File: src/rtl/register_nbit_universal.sv
// Parametrised universal register: hold/load/shift/rotate/inc/dec with carry, plus a snapshot.
// Define REG_UNIVERSAL_PARITY_EN to drive parity = ^q; otherwise parity is tied low.
module register_nbit_universal #(
  parameter int unsigned          WIDTH     = 8,
  parameter logic [WIDTH-1:0]     RESET_VAL = '0,
  parameter logic [WIDTH-1:0]     STEP      = WIDTH'(1)
) (
  input  logic             clk,
  input  logic             reset_n,
  input  logic             enable,
  input  logic [2:0]       mode,
  input  logic [WIDTH-1:0] d,
  input  logic             ser_in,
  input  logic             cap,
  output logic [WIDTH-1:0] q,
  output logic             carry,
  output logic             zero,
  output logic [WIDTH-1:0] q_snap,
  output logic             snap_valid,
  output logic             parity
);

  typedef enum logic [2:0] {
    ModeHold = 3'b000,
    ModeLoad = 3'b001,
    ModeShl  = 3'b010,
    ModeShr  = 3'b011,
    ModeRotl = 3'b100,
    ModeRotr = 3'b101,
    ModeInc  = 3'b110,
    ModeDec  = 3'b111
  } mode_e;

  mode_e            op;
  logic [WIDTH-1:0] q_q, q_d;
  logic             carry_q, carry_d;
  logic [WIDTH-1:0] snap_q;
  logic             snap_valid_q;
  logic [WIDTH:0]   sum, diff;

  assign op = mode_e'(mode);

  // Extra MSB of the W+1-bit result is the overflow (INC) or borrow (DEC).
  assign sum  = {1'b0, q_q} + {1'b0, STEP};
  assign diff = {1'b0, q_q} - {1'b0, STEP};

  always_comb begin
    q_d     = q_q;
    carry_d = carry_q;
    if (enable) begin
      unique case (op)
        ModeHold: begin
          q_d     = q_q;
          carry_d = 1'b0;
        end
        ModeLoad: begin
          q_d     = d;
          carry_d = 1'b0;
        end
        ModeShl: begin
          q_d     = {q_q[WIDTH-2:0], ser_in};
          carry_d = q_q[WIDTH-1];
        end
        ModeShr: begin
          q_d     = {ser_in, q_q[WIDTH-1:1]};
          carry_d = q_q[0];
        end
        ModeRotl: begin
          q_d     = {q_q[WIDTH-2:0], q_q[WIDTH-1]};
          carry_d = q_q[WIDTH-1];
        end
        ModeRotr: begin
          q_d     = {q_q[0], q_q[WIDTH-1:1]};
          carry_d = q_q[0];
        end
        ModeInc: begin
          q_d     = sum[WIDTH-1:0];
          carry_d = sum[WIDTH];
        end
        ModeDec: begin
          q_d     = diff[WIDTH-1:0];
          carry_d = diff[WIDTH];
        end
        default: begin
          q_d     = q_q;
          carry_d = carry_q;
        end
      endcase
    end
  end

  always_ff @(posedge clk or negedge reset_n) begin
    if (!reset_n) begin
      q_q     <= RESET_VAL;
      carry_q <= 1'b0;
    end else begin
      q_q     <= q_d;
      carry_q <= carry_d;
    end
  end

  // Snapshot samples the pre-update q and ignores enable/mode entirely.
  always_ff @(posedge clk or negedge reset_n) begin
    if (!reset_n) begin
      snap_q       <= '0;
      snap_valid_q <= 1'b0;
    end else if (cap) begin
      snap_q       <= q_q;
      snap_valid_q <= 1'b1;
    end
  end

  assign q          = q_q;
  assign carry      = carry_q;
  assign zero       = (q_q == '0);
  assign q_snap     = snap_q;
  assign snap_valid = snap_valid_q;

`ifdef REG_UNIVERSAL_PARITY_EN
  assign parity = ^q_q;
`else
  assign parity = 1'b0;
`endif

endmodule

File: config.mk
export PLATFORM = sky130hd
export DESIGN_NAME = register_nbit_universal
export DESIGN_NICKNAME = d
export VERILOG_FILES = /design/src/rtl/register_nbit_universal.sv
export SDC_FILE = /design/constraint.sdc
export NUM_CORES = 1
export LEC_CHECK = 0
export ABC_CLOCK_PERIOD_IN_PS = 3550
export CORE_MARGIN = 3
export CORE_UTILIZATION = 45
export DETAILED_ROUTE_END_ITERATION = 7
export GPL_ROUTABILITY_DRIVEN = 0
export GPL_TIMING_DRIVEN = 0
export PLACE_DENSITY = 0.72
export SYNTH_ARGS = -nofsm -noshare
export SYNTH_HDL_FRONTEND = slang
export SYNTH_SLANG_ARGS = --single-unit
File: constraint.sdc
create_clock -name clk -period 3.55 [get_ports clk]
set_input_delay 0.71 -clock clk [delete_from_list [all_inputs] [get_ports clk]]
set_output_delay 0.71 -clock clk [all_outputs]
set_load 0.05 [all_outputs]
==> flow_summary.json <==
{
  "status": "completed",
  "hpwl_mm": 2.852,
  "rrSetupSlack_ns": 1.62,
  "ant_nets": 0,
  "final_core_util_pct": 62.67,
  "layout-drive-gt1-share_pct": 14.85,
  "htree_levels": 1,
  "wl_met3_um": 324,
  "drt_wl_total_mm": 3.922,
  "clock_latency_ns": 0.31,
  "rsz0062_at_grt": "no",
  "clkPwrFrac_pct": 14.8,
  "period_needed_ns": 3.283,
  "crit_arrival_ns": 2.57,
  "die_h_um": 61.33,
  "slew-limit-headroom_pct": 44.73,
  "path_clk_slew_ns": 0.12,
  "drv_cap": 0,
  "start_util_pct": 48.70,
  "yosysWarnings": 0,
  "setup_ws_ns": 0.2667,
  "synth.avg_cell_area_um2": 8.299,
  "p_leak_nw": 0.6958,
  "place_area_um2": 1737,
  "final_common_cell": "clkdlybuf4s50_1",
  "pre_cts_slack_ns": 0.6469,
  "ys.flop_type": "dfrtp_1",
  "ctsHoldBuffers": 0,
  "setup_viol": 0,
  "clock_sinks": 18,
  "fin_worst_skew_ns": 0.01923,
  "vias_per_cell": 6.206,
  "seq_area_frac_synth_pct": 32.70,
  "p_int_uw": 487.1,
  "cts_setup_buffers": 0,
  "power_frac_comb_pct": 54.3,
  "reg2reg_from": "q[3]",
  "worstHoldStart": "snap_valid",
  "hold_violations": 0,
  "pin_count": 36,
  "die_w_um": 61.33,
  "hold_end": "snap_valid",
  "syn_inst": 166,
  "p_sw_share_pct": 46.00,
  "synth_seq_cells": 18,
  "fillers": 266,
  "power_uw": 901.9,
  "grt_pass1_wl_mm": 6.430,
  "finalCritPeriodShare_pct": 92.49,
  "wl_met1_mm": 1.716,
  "cts_buffers": 3,
  "root_buffer": "clkbuf_4",
  "final_area_um2": 1773,
  "antenna_cells": 0,
  "crit_required_ns": 2.84,
  "crit_path_max_incr_delay_ns": 0.84,
  "peakVddDrop_mv": 0.3494,
  "port_buffers": 32,
  "rr_endpoint": "q[7]",
  "cts_tree": "built",
  "core-area_um2": 2829,
  "final_max_slew_viol_count": 0,
  "drt_iter0_markers": 70,
  "worstSetupEndpointType": "output port",
  "grt_util_all_layers_pct": 23.12,
  "hold-path-cell-count": 1,
  "drt_pre_antenna_iters": 5,
  "rows": 19,
  "die-area_um2": 3761,
  "worstMarginPinSlew_ns": 0.8265,
  "reg2reg_depth": 6,
  "vias": 1446,
  "setup.worst_path.class": "register to output port",
  "grt_max_degree": 19,
  "met2_length_mm": 1.770,
  "tns_ns": 0,
  "start_kind": "register",
  "synthDistinctLibCells": 52,
  "gr-total-overflow": 0,
  "top_layer_used": "met4",
  "wire_per_inst_um": 16.83,
  "seqPwrFrac_pct": 30.9,
  "final_cell_mix": "32 x clkdlybuf4s50_1, 20 x nand2_1, 18 x dfrtp_1",
  "dp.cells": 229,
  "remaining_drc_errors": 0,
  "fmax_mhz": 304.6,
  "critPathMaxFanout": 9,
  "crit_chain": "buf_6 -> or2_4 -> or3_4 -> nor3_2 -> clkdlybuf4s50_1",
  "hp-class": "register to register",
  "syn-cell-area_um2": 1378,
  "cts_resized": 0,
  "final_nets": 221,
  "area_growth_pct": 28.70,
  "syn_nets": 184,
  "p_switching_uw": 414.8,
  "timing.hold.ws_ns": 0.4849,
  "clockBufferDepth": 2,
  "synth_edf_count": 0,
  "crit_slowest_cell": "clkdlybuf4s50_1",
  "final_cells": 233,
  "synth_async_sr_flop_share_pct": 100.0,
  "antenna_found_initial": 0,
  "powerDensity_nw_per_um2": 508.7,
  "grt_pass1_vias": 1338
}
## kinds of logic after synthesis
logic type                 after synthesis  share of synthesized area [%]
muxes                                   12                          9.537
and+or+nand+nor                         55                          20.80
adders and majority gates                2                          1.816
DFF                                     18                          32.70
other                                    1                         0.2722
AOI/OAI and AO/OA                       52                          25.16
xor gates and xnor gates                 3                          1.908
buffers and inverters                   23                          7.812
## state kept, by name (all words and copies together) (netlist names)
register	flops
carry	1
q	8
snap_valid	1
q_snap	8
## Yosys cell counts (2+ instances only)
master | n | share of area (%)
a21oi_1 | 14 | 5.1
a221oi_1 | 2 | 1.3
buf_1 | 2 | 0.55
buf_2 | 5 | 1.8
clkbuf_1 | 7 | 1.9
dfrtp_1 | 18 | 33
ha_1 | 2 | 1.8
inv_1 | 5 | 1.4
mux2_2 | 9 | 7.4
mux2i_1 | 3 | 2.2
nand2_1 | 20 | 5.4
nand2b_1 | 2 | 0.91
nand3_1 | 8 | 2.9
nor2_1 | 9 | 2.5
nor2b_1 | 4 | 1.8
nor3_1 | 2 | 0.73
o211ai_1 | 3 | 1.6
o21ai_0 | 11 | 4.0
o21ai_1 | 3 | 1.1
o221ai_1 | 2 | 1.3
o31ai_1 | 2 | 1.1
or2_2 | 2 | 0.91
xnor2_1 | 2 | 1.3
## power groups by stage
stage | sequential [mW] | clock [mW] | combinational [mW]
global route | 0.285 | 0.148 | 0.522
finish | 0.279 | 0.134 | 0.490
CTS | 0.279 | 0.135 | 0.488
floorplan | 0.427 | 0 | 0.186
detailed placement | 0.284 | 0 | 0.485
global placement | 0.280 | 0 | 0.481
## layer usage
| metal | track usage, % | vias up |
|---|---|---|
| met5 | 0 | - |
| met4 | 7.879 | 0 |
| met3 | 4.612 | 14 |
| met2 | 36.40 | 81 |
| met1 | 31.71 | 672 |
| li1 | - | 679 |
## cell type report
cell class	instances	area (um^2)	share of cell area (%)
well taps	31	38.79	2.188
flip-flops and latches	18	450.4	25.41
plain buffers	17	85.08	4.799
clock buffers	4	36.28	2.047
multi-input cells	125	819.5	46.22
repair buffers	32	320.3	18.07
inverters	6	22.52	1.270
## critical path, delay by kind of cell (launching register included)
family,cells,cell delay [ns]
flip-flops,1,0.41
buffers and inverters,2,0.99
AND/OR/NAND/NOR,3,0.86
## worst max-delay path by stage
| stage | startpoint | to | slack (ns) |
|---|---|---|---|
| after global routing | q[3] | zero | 0.20 |
| final | q[3] | zero | 0.27 |
| after global placement | q[3] | zero | 0.67 |
| after detailed placement | q[3] | zero | 0.65 |
| after CTS | q[3] | zero | 0.29 |
| after floorplan | q[3] | zero | 0.78 |
Note: power is estimated with default switching activity, not from simulation.
